**src/rtl/lsu_pkg.sv**
```systemverilog
// Shared definitions for the MEM-stage load/store unit and its alignment checker.
// Contents: memory Size encodings, FSM state type, default memory address width.
package lsu_pkg;

  // Memory port Size encodings (2'b11 is illegal).
  localparam logic [1:0] SIZE_BYTE = 2'b00;
  localparam logic [1:0] SIZE_HALF = 2'b01;
  localparam logic [1:0] SIZE_WORD = 2'b10;

  // Byte range of the data memory is 0 .. 2**DEFAULT_MEM_ADDR_W - 1.
  localparam int unsigned DEFAULT_MEM_ADDR_W = 9;

  typedef enum logic [1:0] {
    IDLE   = 2'd0,
    ACCESS = 2'd1,
    RESP   = 2'd2
  } lsu_state_t;

endpackage

```
**src/rtl/lsu_align_check.sv**
```systemverilog
// Combinational MIPS address-error check for a byte-addressed memory access.
// Shared by the load/store unit and the instruction-fetch side.
// Ports:
//   addr        in  32  byte address
//   size        in  2   00 byte, 01 halfword, 10 word, 11 illegal
//   write       in  1   1 store, 0 load
//   fault       out 1   misaligned, illegal size or outside the memory range
//   fault_store out 1   fault raised by a store (AdES); 0 with fault means AdEL
module lsu_align_check
  import lsu_pkg::*;
#(
  parameter int unsigned MEM_ADDR_W = DEFAULT_MEM_ADDR_W
) (
  input  logic [31:0] addr,
  input  logic [1:0]  size,
  input  logic        write,
  output logic        fault,
  output logic        fault_store
);

  logic misaligned;
  logic out_of_range;

  always_comb begin
    misaligned = 1'b0;
    case (size)
      SIZE_BYTE: misaligned = 1'b0;
      SIZE_HALF: misaligned = addr[0];
      SIZE_WORD: misaligned = |addr[1:0];
      default:   misaligned = 1'b1;  // illegal size is reported as an address error
    endcase
  end

  // Any address bit above the memory width set means the byte is not backed by memory.
  assign out_of_range = (addr >> MEM_ADDR_W) != 32'd0;

  assign fault       = misaligned | out_of_range;
  assign fault_store = fault & write;

endmodule

```
**src/rtl/load_store_unit.sv**
```systemverilog
// MEM-stage load/store unit: initiator side of the big-endian data memory port.
// Accepts one request at a time, checks it for address errors, holds the memory
// port enabled for WAIT_CYCLES cycles, registers the read data and returns one
// response per request.
// Ports:
//   clk, reset                 clock, synchronous active-high reset
//   req_valid/req_ready        request handshake (ready only when idle)
//   req_write/size/signed      access type, size and sign-extension select
//   req_addr/req_wdata         byte address, right-justified store data
//   resp_valid/resp_ready      response handshake
//   resp_rdata                 load result (0 for stores and faults)
//   resp_fault/_store          address error flag, set for AdES / clear for AdEL
//   mem_a/di/size/rw/e/se      memory port outputs
//   mem_do                     memory read data (combinational from memory)
module load_store_unit
  import lsu_pkg::*;
#(
  parameter int unsigned WAIT_CYCLES = 1,
  parameter int unsigned MEM_ADDR_W  = DEFAULT_MEM_ADDR_W
) (
  input  logic                  clk,
  input  logic                  reset,
  input  logic                  req_valid,
  output logic                  req_ready,
  input  logic                  req_write,
  input  logic [1:0]            req_size,
  input  logic                  req_signed,
  input  logic [31:0]           req_addr,
  input  logic [31:0]           req_wdata,
  output logic                  resp_valid,
  input  logic                  resp_ready,
  output logic [31:0]           resp_rdata,
  output logic                  resp_fault,
  output logic                  resp_fault_store,
  output logic [MEM_ADDR_W-1:0] mem_a,
  output logic [31:0]           mem_di,
  output logic [1:0]            mem_size,
  output logic                  mem_rw,
  output logic                  mem_e,
  output logic                  mem_se,
  input  logic [31:0]           mem_do
);

  localparam int unsigned CntW = (WAIT_CYCLES > 1) ? $clog2(WAIT_CYCLES) : 1;
  localparam logic [CntW-1:0] CntLoad = CntW'(WAIT_CYCLES - 1);

  lsu_state_t state_q, state_d;
  logic [CntW-1:0]       cnt_q, cnt_d;
  logic                  write_q, write_d;
  logic [1:0]            size_q, size_d;
  logic                  signed_q, signed_d;
  logic [MEM_ADDR_W-1:0] addr_q, addr_d;
  logic [31:0]           wdata_q, wdata_d;
  logic [31:0]           rdata_q, rdata_d;
  logic                  fault_q, fault_d;
  logic                  fault_store_q, fault_store_d;

  logic chk_fault;
  logic chk_fault_store;

  lsu_align_check #(
    .MEM_ADDR_W (MEM_ADDR_W)
  ) u_align_check (
    .addr        (req_addr),
    .size        (req_size),
    .write       (req_write),
    .fault       (chk_fault),
    .fault_store (chk_fault_store)
  );

  always_comb begin
    state_d       = state_q;
    cnt_d         = cnt_q;
    write_d       = write_q;
    size_d        = size_q;
    signed_d      = signed_q;
    addr_d        = addr_q;
    wdata_d       = wdata_q;
    rdata_d       = rdata_q;
    fault_d       = fault_q;
    fault_store_d = fault_store_q;

    case (state_q)
      IDLE: begin
        if (req_valid) begin
          write_d       = req_write;
          size_d        = req_size;
          signed_d      = req_signed;
          addr_d        = req_addr[MEM_ADDR_W-1:0];
          wdata_d       = req_wdata;
          fault_d       = chk_fault;
          fault_store_d = chk_fault_store;
          rdata_d       = 32'd0;
          if (chk_fault) begin
            // Address errors skip the memory entirely.
            state_d = RESP;
          end else begin
            cnt_d   = CntLoad;
            state_d = ACCESS;
          end
        end
      end
      ACCESS: begin
        if (cnt_q == '0) begin
          // Last enabled cycle: memory data is settled, capture it.
          rdata_d = write_q ? 32'd0 : mem_do;
          state_d = RESP;
        end else begin
          cnt_d = cnt_q - CntW'(1);
        end
      end
      RESP: begin
        if (resp_ready) begin
          state_d = IDLE;
        end
      end
      default: state_d = IDLE;
    endcase
  end

  always_ff @(posedge clk) begin
    if (reset) begin
      state_q       <= IDLE;
      cnt_q         <= '0;
      write_q       <= 1'b0;
      size_q        <= SIZE_BYTE;
      signed_q      <= 1'b0;
      addr_q        <= '0;
      wdata_q       <= 32'd0;
      rdata_q       <= 32'd0;
      fault_q       <= 1'b0;
      fault_store_q <= 1'b0;
    end else begin
      state_q       <= state_d;
      cnt_q         <= cnt_d;
      write_q       <= write_d;
      size_q        <= size_d;
      signed_q      <= signed_d;
      addr_q        <= addr_d;
      wdata_q       <= wdata_d;
      rdata_q       <= rdata_d;
      fault_q       <= fault_d;
      fault_store_q <= fault_store_d;
    end
  end

  assign req_ready        = (state_q == IDLE);
  assign resp_valid       = (state_q == RESP);
  assign resp_rdata       = rdata_q;
  assign resp_fault       = fault_q;
  assign resp_fault_store = fault_store_q;

  // Enable, write strobe and sign-extend are gated to ACCESS so the memory never
  // sees a stray write; address and data simply hold the latched request.
  assign mem_e    = (state_q == ACCESS);
  assign mem_rw   = mem_e & write_q;
  assign mem_se   = mem_e & signed_q & (size_q != SIZE_WORD);
  assign mem_a    = addr_q;
  assign mem_di   = wdata_q;
  assign mem_size = size_q;

endmodule

```
**config.mk**
```make
export PLATFORM = sky130hd
export DESIGN_NAME = load_store_unit
export DESIGN_NICKNAME = d
export VERILOG_FILES = /design/src/rtl/lsu_pkg.sv /design/src/rtl/lsu_align_check.sv /design/src/rtl/load_store_unit.sv
export SDC_FILE = /design/constraint.sdc
export NUM_CORES = 1
export LEC_CHECK = 0
export ABC_AREA = 1
export BUFFER_PORTS_ARGS = -buffer_cell sky130_fd_sc_hd__buf_2
export CAP_MARGIN = 20
export CORE_UTILIZATION = 25
export DETAILED_ROUTE_END_ITERATION = 6
export GPL_ROUTABILITY_DRIVEN = 1
export PLACE_DENSITY = 0.47
export SLEW_MARGIN = 20
export SYNTH_ARGS = -nofsm -noshare
export SYNTH_HDL_FRONTEND = slang
export SYNTH_SLANG_ARGS = --single-unit
```
**constraint.sdc**
```tcl
create_clock -name clk -period 1.45 [get_ports clk]
set_input_delay 0.29 -clock clk [delete_from_list [all_inputs] [get_ports clk]]
set_output_delay 0.29 -clock clk [all_outputs]
set_load 0.03 [all_outputs]
```
== After elaboration in Yosys (flattened, before gate mapping) ==
Index checks and enable logic that the tools add are counted.
W data, S select, Z words.
Word-level totals
  bits in registers: 82
  bits in latches: 0
  RAM bits: 0
  memory bits (read-only): 0
  bits of input ports: 104
  memories: 0
Cells by class
  $add $sub $neg: 1
  multipliers: 0
  div/mod/pow operators: 0
  $lt $le $gt $ge: 0
  equality and inequality tests: 9
  shift operators: 0
  muxes and demuxes: 14
  bitwise logic cells: 5
  reduce and logical (&&, ||, !) cells: 9
Operators by type and width (number)
  $mux W32: 3
  $pmux W32 S2: 1
  $reduce_bool A32 Y1: 1
  $reduce_and A3 Y1: 3
  $mux W2: 4
  $ne A2 B2 Y1 const B: 4
  $pmux W2 S3: 1
  $and A1 B1 Y1: 4
  $eq A2 B1 Y1 const B: 2
  $eq A2 B2 Y1 const B: 2
  $logic_not A2 Y1: 2
  $mux W1: 3
  $pmux W1 S3: 1
  $ne A2 B1 Y1 const B: 1
  $pmux W1 S2: 1
  $reduce_and A2 Y1: 1
  $reduce_bool A2 Y1: 1
  $reduce_or A2 Y1: 1
  $or A1 B1 Y1: 1
  $sub A1 B1 Y1 const B: 1

== Logic depth before layout (Yosys ltp) ==
Gate-level depths: netlist of run 1.
  word-level depth: 6
  gate-level depth with buffers: 8

== Hierarchy ==
From an unflattened synthesis of run 1, not the netlist that was laid out.
Unflattened totals
  cell total of the unflattened synthesis: 518
  area, all modules: 3519.6 um2
By module, submodules not included
  load_store_unit: times used 1, cells each 484, area each 3388.2 um2, seq. area each 1621.6 um2
  lsu_align_check: times used 1, cells each 34, area each 131.4 um2, seq. area each 0.0 um2

== Worst setup path after synthesis of run 1 ==
No wires, ideal clock.
  path kind: register to output
  start: register state_q[1]
  end: output port mem_se
  arrival: 1086 ps
  required time: 1160 ps
  setup slack: 74 ps
  stages on the path, launching flop included: 5
  path through: dfxtp_1 > inv_1 > nand2_2 > buf_2 > nor2_1
Between the ends
  cells in the longest elaborated chain, start to end: 3
RTL lines
  from (decl): line load_store_unit.sv:47  | lsu_state_t state_q, state_d;
  from (signal assigned): line load_store_unit.sv:134  | state_q <= state_d;
  $eq A2 B1 Y1: line load_store_unit.sv:155  | assign mem_e = (state_q == ACCESS);
  $and A1 B1 Y1 (2 in a row): line load_store_unit.sv:157  | assign mem_se = mem_e & signed_q & (size_q != SIZE_WORD);
  to (decl): line load_store_unit.sv:40  | output logic mem_se,
Every way passes these cells.

== Worst setup path in the final report of run 1 ==
Ends and elaborated chain as after synthesis.

==> results of run 1 <==
## Yosys cell counts, drive strengths merged
master / instances
nand2: 27
inv: 31
nand3: 64
a21oi: 37
a31oi: 1
clkbuf: 11
and2: 1
dfxtp: 81
o21ai: 46
nor2: 99
buf: 19
nor3: 1
## worst max-delay path, stage by stage, from the launching register on
cell	delay, ns
dfxtp_2	0.34
inv_2	0.07
nand2_4	0.09
nor2_2	0.13
buf_6	0.14
## through the flow
step	area [um2]	power (mW)	utilization, %	setup TNS [ns]	worst slack [ns]
2_1_floorplan	3140	2.93	-	0	0.0741
5_1_grt	4560	5.49	37.7	-0.0332	-0.0251
3_3_place_gp	4260	3.24	35.2	0	0.143
4_1_cts	4550	5.30	37.6	0	0.00466
3_5_place_dp	4260	3.25	35.2	0	0.102
6_report	4560	5.21	37.7	0	0.0476
## timing repair
item                                    CTS  global route
setup buffers                             3             0
resized for setup                         9             6
endpoints found under the setup margin    4             3
endpoints found under the hold margin     0             0
## sequential cells by signal, indices dropped and copies added (netlist names)
| signal | count |
|---|---|
| state_q | 2 |
| mem_a | 9 |
| write_q | 1 |
| mem_di | 32 |
| mem_size | 2 |
| resp_fault_store | 1 |
| resp_rdata | 32 |
| resp_fault | 1 |
| signed_q | 1 |
## power breakdown
part	total [mW]	switching [mW]	internal (mW)
registers	2.39	0.0512	2.34
clock network	2.01	0.835	1.17
logic	0.810	0.527	0.283
## cell families (layout without fill, tap and decap cells)
group | after synthesis | count (layout) | synth area share, %
AOI/OAI and AO/OA | 84 | 84 | 13.4
buffers and inverters | 61 | 246 | 8.92
DFF | 81 | 81 | 51.6
and+or+nand+nor | 192 | 192 | 26.1
## worst paths after layout
check                                       from          endpoint
worst max-delay path                  state_q[1]            mem_se
worst min-delay path                 req_addr[8]          mem_a[8]
worst max register to register        state_q[1]       mem_size[1]
worst min register to register  resp_fault_store  resp_fault_store
## metal layers
metal,part of all wire [%],track usage (%)
met1,43,18.0
met5,0,0
met3,9.6,6.83
met4,1.4,5.45
met2,46,25.1
## area by class of cell
type | instances | share of cell area, %
clock buffer | 12 | 5.40
clock inverter | 1 | 0.110
inverter | 31 | 2.60
multi-input combinational | 276 | 27.4
sequential | 81 | 35.6
tap | 168 | 4.61
timing repair buffer | 202 | 24.3
==> impl_metrics.tcl, run 1 <==
set metrics [dict create \
    ys_seq_area_share_pct 51.6 \
    syn_area_um2 3140 \
    reg2reg_depth 5 \
    synth_fp_nets 522 \
    die_width_um 114 \
    core_um2 12100 \
    cts_htree_levels 3 \
    synth_top_cell_area_share_pct 51.6 \
    grt_pass1_wl_mm 15.5 \
    clk_latency_ns 0.34 \
    tightest_slew_ns 0.395 \
    rows 40 \
    ant_nets 0 \
    cts-hold-fix-buffers 0 \
    detail_route.wl_per_cell_um 12.5 \
    grt_max_degree 42 \
    track_usage_pct 15.4 \
    nNetsFinal 705 \
    slew_viol_final 0 \
    ir_worst_vdd_uv 547 \
    fillers 1318 \
    cts_num_sinks 81 \
    hold_viol_final 0 \
    cp_max_fo 5 \
    synth_cell_types 19 \
    hold_path_depth 3 \
    finalCriticalPeriod_ns 1.40 \
    power_density_nw_per_um2 1140 \
    pin_count 186 \
    r2r_slack_ns 0.13 \
    gp_congestion 0.714 \
    cts_tree "done" \
    antenna-diode-count 0 \
    dp_hpwl_mm 6.86 \
    leakagePower_nw 2.24 \
    die_h_um 114 \
    port_buffers 185 \
    hold_class "in2reg" \
    yosysWarnings 0 \
    grt_overflow 0 \
    hold_slack_ns 0.206 \
    rsz0062_at_grt "yes" \
    finalClockSkew_ns 0.00495 \
    drtIter0Drc 186 \
    grt_pass1_vias 3287 \
    syn_area_per_cell_um2 7.52 \
    critPathCaptureType "output pin" \
    initial_utilization_pct 26.0 \
    final_cell_mix "buf_2 (181), nor2_1 (96), dfxtp_1 (79)" \
    status "completed" \
    cts-root-buf "clkbuf_16" \
    required_ns 1.16 \
    regArea_um2 1620 \
    clk_pin_slew_ns 0.06 \
    fin_cells 771 \
    via_per_inst 4.39 \
    worstPathArrival_ns 1.11 \
    dieArea_um2 13000 \
    antenna_found_initial 0 \
    firstDrtPassIters 7 \
    multi_input_area_um2 1250 \
    drt-total-wl_mm 9.65 \
    synthCells 418 \
    numCtsBuffers 9 \
    finalCritPeriodShare_pct 96.7 \
    worstSetupStartpointType "flip-flop" \
    clock.fmax_mhz 713 \
    vias 3383 \
    drc 0 \
    placed_cells 755 \
    drive_gt1_share_pct 37.1 \
    slew_headroom_pct 73.7 \
    area_growth_pct 45.2 \
    critPathKind "reg2out" \
    ys_top_cells_by_area "dfxtp_1 (52%), nor2_1 (12%), nand3_1 (10%)" \
    cts_buffer_depth 2 \
    cap_violations 0 \
    setup_viol 0 \
    final_common_cell "buf_2" \
    synth_largest_area_cell "dfxtp_1" \
    ys_seq_elements 81 \
]
(Power assumes the default switching activity.)
==> run 2, diff against run 1 <==
Settings changed: ABC_AREA 1 to not set.
==> impl_metrics.tcl, run 2 <==
set metrics [dict create \
    status "finished with violations" \
    violations "negative setup slack" \
    area_growth_pct 48.1 \
    drt-total-wl_mm 8.73 \
    cp_top_family "simple AND/OR/NAND/NOR gates" \
    finalCriticalPeriod_ns 1.47 \
    vias 2970 \
    grt_pass1_vias 2880 \
    ys_seq_area_share_pct 51.1 \
    async_flop_share_pct 0 \
    critPathCaptureType "output pin" \
    synth_fp_nets 441 \
    cts_buffer_depth 2 \
    ant_nets 0 \
    synthCells 337 \
    placed_cells 677 \
    cts_tree "done" \
    slowest_delay_ns 0.33 \
    critical_path.cell_chain "nor2b_4 > and3_4 > buf_6" \
    drc 0 \
    final_common_cell "buf_2" \
    dp_hpwl_mm 6.23 \
    gp_congestion 0.706 \
    cts_num_sinks 81 \
    drtIter0Drc 165 \
    via_per_inst 4.27 \
    required_ns 1.16 \
    finalClockSkew_ns 0.00312 \
    power_density_nw_per_um2 1170 \
    cts_htree_levels 3 \
    ir_worst_vdd_uv 658 \
    finalCritPeriodShare_pct 101 \
    firstDrtPassIters 6 \
    tightest_slew_ns 0.408 \
    grt_max_degree 57 \
    numCtsBuffers 9 \
    die_width_um 115 \
    synth_cell_types 31 \
    core_um2 12200 \
    syn_area_um2 3170 \
    rsz0062_at_grt "yes" \
    critPathKind "reg2out" \
    grt_pass1_wl_mm 13.5 \
    ys_top_cells_by_area "dfxtp_1 (51%), a22oi_2 (12%), nand2_1 (11%)" \
    slew_viol_final 0 \
    ys.flop_type "dfxtp_1" \
    synth_largest_area_cell "dfxtp_1" \
    tns_ns -0.0167 \
    clock.fmax_mhz 682 \
    die_h_um 115 \
    synth_top_cell_area_share_pct 51.1 \
    fin_cells 695 \
    drive_gt1_share_pct 54.3 \
    antenna-diode-count 0 \
    cap_violations 0 \
    initial_utilization_pct 26.0 \
    leakagePower_nw 2.10 \
    track_usage_pct 13.4 \
    synthMostInstantiatedCell "nand2_1" \
    antenna_found_initial 0 \
    ys_seq_elements 81 \
    fin_util_pct 38.5 \
    cts-hold-fix-buffers 0 \
    grt_overflow 0 \
    detail_route.wl_per_cell_um 12.6 \
    dieArea_um2 13100 \
    fillers 1290 \
    rows 40 \
    cp_max_fo 5 \
    port_buffers 185 \
    nNetsFinal 626 \
    worstSetupStartpointType "flip-flop" \
    worstPathArrival_ns 1.18 \
    pin_count 186 \
    hold_class "in2reg" \
    path_buf_inv 1 \
    finalPower_mw 5.50 \
    synth-edff-count 0 \
    dpl-instance-area_um2 4300 \
    final_cell_mix "buf_2 (180), nand2_1 (90), dfxtp_1 (79)" \
    netlist_top_cells_count "nand2_1 (90), dfxtp_1 (81), a21oi_1 (47)" \
    fin_ws_ns -0.0167 \
    cts-root-buf "clkbuf_16" \
    syn_area_per_cell_um2 9.42 \
    slowest_stage "dfxtp_2" \
    yosysWarnings 0 \
    slew_headroom_pct 72.7 \
    setup_viol 1 \
    final_area_um2 4700 \
    clk_latency_ns 0.34 \
    clk_pin_slew_ns 0.06 \
    hold_viol_final 0 \
]
-- run 2: changes by cell type after synthesis, moves of 5 or more --
cell and change:
a22oi_2 +30, a21oi_1 +10, buf_4 +5, nor2_2 +29, nand2_1 +66, nor4_1 +5, o21ai_0 -46, nor2_1 -93
nand3_1 -64, inv_1 -28, buf_2 -10
-- run 2: worst paths after layout --
check                              startpoint          to  slack (ns)  depth (start not counted)
worst min register to register      mem_di[0]   mem_di[0]        0.45                          2
worst min-delay path            req_wdata[23]  mem_di[23]        0.19                          3
worst max-delay path               state_q[0]      mem_se       -0.02                          3
worst max register to register     state_q[0]    signed_q        0.09                          5
-- run 2: area by class of cell --
cell class / instances / area, um2 / area share (%)
sequential: 81 / 1620 / 34.6
tap: 168 / 210 / 4.47
timing repair buffer: 200 / 1150 / 24.5
multi-input combinational: 229 / 1400 / 29.7
clock buffer: 11 / 233 / 4.95
inverter: 1 / 3.75 / 0.0799
clock inverter: 5 / 80.1 / 1.70
-- run 2: metal layers --
layer / track usage [%] / wire, um / up-vias
met1: 15.6 / 3810 / 1332
li1: - / - / 1503
met3: 6.35 / 824 / 6
met2: 21.9 / 4010 / 129
met4: 4.16 / 80 / 0
met5: 0 / 0 / -
-- run 2: through the flow --
step	hold WS [ns]	setup slack [ns]
finish	0.186	-0.0167
floorplan	0.426	0.109
CTS	0.168	-0.0368
global placement	0.440	0.0606
global route	0.176	-0.0718
detailed placement	0.444	0.0238
-- run 2: kinds of logic (layout without fill, tap and decap cells) --
family	count (synthesis)	after routing	synth area share (%)
compound gates	84	84	20.8
buf+inv	27	217	6.31
flops	81	81	51.1
simple gates	145	145	21.8
-- run 2: power breakdown --
group	internal, mW	switching (mW)
clock	1.51	0.885
combinational	0.296	0.465
sequential	2.31	0.0422
-- run 2: repair_timing --
| item | in CTS | in global routing |
|---|---|---|
| gates cloned | 1 | 0 |
| setup endpoints to repair | 4 | 16 |
| buffers inserted | 1 | 1 |
| pin swaps | 1 | 3 |
| gates resized for setup | 12 | 5 |
-- run 2: worst reg2reg max path, stage by stage, from the launching register on --
cell and delay [ns]:
dfxtp_2 0.32, buf_4 0.13, or3b_4 0.46, buf_6 0.19, nand2_1 0.08, a21oi_1 0.06
==> run 3, diff against run 2 <==
Settings changed: CORE_UTILIZATION 25 to 43, PLACE_DENSITY 0.47 to 0.75.
==> impl_metrics.tcl, run 3 (same netlist as run 2, synthesis figures left out) <==
set metrics [dict create \
    status "finished with violations" \
    violations "negative setup slack" \
    dp_hpwl_mm 5.80 \
    cts_htree_levels 3 \
    cp_max_fo 5 \
    grt_pass1_wl_mm 12.0 \
    cts-hold-fix-buffers 0 \
    leakagePower_nw 2.07 \
    fillers 596 \
    final_common_cell "buf_2" \
    track_usage_pct 20.0 \
    cap_violations 0 \
    final_cell_mix "buf_2 (180), nand2_1 (90), dfxtp_1 (80)" \
    fin_cells 626 \
    antenna-diode-count 0 \
    area_growth_pct 42.8 \
    worstSetupStartpointType "flip-flop" \
    cts_tree "done" \
    fin_util_pct 65.3 \
    critPathCaptureType "output pin" \
    required_ns 1.16 \
    via_per_inst 4.84 \
    grt_pass1_vias 2780 \
    core_um2 6940 \
    power_density_nw_per_um2 1070 \
    fin_ws_ns -0.128 \
    tightest_slew_ns 1.07 \
    grt_overflow 0 \
    slew_viol_final 0 \
    die_h_um 87.9 \
    firstDrtPassIters 4 \
    pin_count 186 \
    cts_num_sinks 81 \
    drc 0 \
    grt_max_degree 40 \
    drt-total-wl_mm 8.06 \
    detail_route.wl_per_cell_um 12.9 \
    cts-root-buf "clkbuf_8" \
    numCtsBuffers 9 \
    initial_utilization_pct 45.7 \
    setup_viol 36 \
    vias 3030 \
    port_buffers 185 \
    die_width_um 87.9 \
    drtIter0Drc 48 \
    ant_nets 0 \
    gp_congestion 0.828 \
    clk_latency_ns 0.34 \
    clock.fmax_mhz 634 \
    critPathKind "reg2out" \
    placed_cells 604 \
    cts_buffer_depth 2 \
    rsz0062_at_grt "yes" \
    hold_viol_final 0 \
    hold_class "in2reg" \
    rows 30 \
    nNetsFinal 630 \
    dieArea_um2 7730 \
    drive_gt1_share_pct 54.2 \
    slew_headroom_pct 28.4 \
    finalClockSkew_ns 0.00882 \
    clk_pin_slew_ns 0.08 \
    ir_worst_vdd_uv 783 \
    finalCriticalPeriod_ns 1.58 \
    worstPathArrival_ns 1.29 \
    antenna_found_initial 0 \
    finalCritPeriodShare_pct 109 \
]
==> run 3: changes by cell type in the layout (fill, tap and decap cells not counted), moves of 2 or more <==
cell       change
buf_6          +3
clkbuf_8       +9
a21oi_1        -2
clkbuf_16      -8
dfxtp_2        -2
buf_4          +2
a21oi_2        +2
==> run 3: final cells by class <==
| class | count | area (um2) | area share (%) |
|---|---|---|---|
| sequential | 81 | 1630 | 35.9 |
| multi-input combinational | 229 | 1400 | 30.8 |
| timing repair buffer | 204 | 1180 | 26.0 |
| clock buffer | 10 | 128 | 2.82 |
| tap | 96 | 120 | 2.65 |
| clock inverter | 5 | 81.3 | 1.79 |
| inverter | 1 | 3.75 | 0.0828 |
==> run 3: metrics by stage <==
stage | TNS, ns | hold slack [ns] | setup WS [ns] | power [mW] | instance area [um2]
2_1_floorplan | 0 | 0.426 | 0.109 | 2.82 | 3180
3_3_place_gp | -2.64 | 0.439 | -0.170 | 3.11 | 4190
3_5_place_dp | -3.58 | 0.445 | -0.161 | 3.12 | 4190
4_1_cts | -2.09 | 0.160 | -0.152 | 4.86 | 4470
5_1_grt | -4.55 | 0.159 | -0.189 | 5.05 | 4530
6_report | -1.16 | 0.173 | -0.128 | 4.83 | 4530
==> run 3: metal layers <==
layer  global-route usage, %  share of wire (%)
met1                    21.9                 41
met2                    36.2                 49
met3                    7.16                8.7
met4                    5.96                1.2
met5                       0                  0
==> run 3: worst max-delay path, cell delays in order, from the launching register on <==
cell and delay [ns]:
dfxtp_4 0.38, buf_6 0.10, nor2b_4 0.17, and3_4 0.19
buf_6 0.12
==> run 3: worst paths after layout <==
kind / startpoint / to / slack [ns] / depth (start not counted)
setup / recovery: state_q[0] / mem_se / -0.13 / 4
hold / removal: reset / resp_rdata[27] / 0.17 / 2
setup reg to reg: state_q[0] / resp_rdata[0] / -0.07 / 3
hold reg to reg: mem_di[12] / mem_di[12] / 0.45 / 2
==> run 3: what timing repair did <==
action,CTS,global route
gates cloned,0,2
pin swaps,5,3
buffers inserted,3,2
endpoints found under the setup margin,38,79
hold endpoints to repair,0,0
gates resized for setup,14,5
==> run 3: power by group <==
group          internal (mW)  switching, mW
clock                  0.961          0.768
combinational          0.297          0.458
sequential              2.30         0.0443
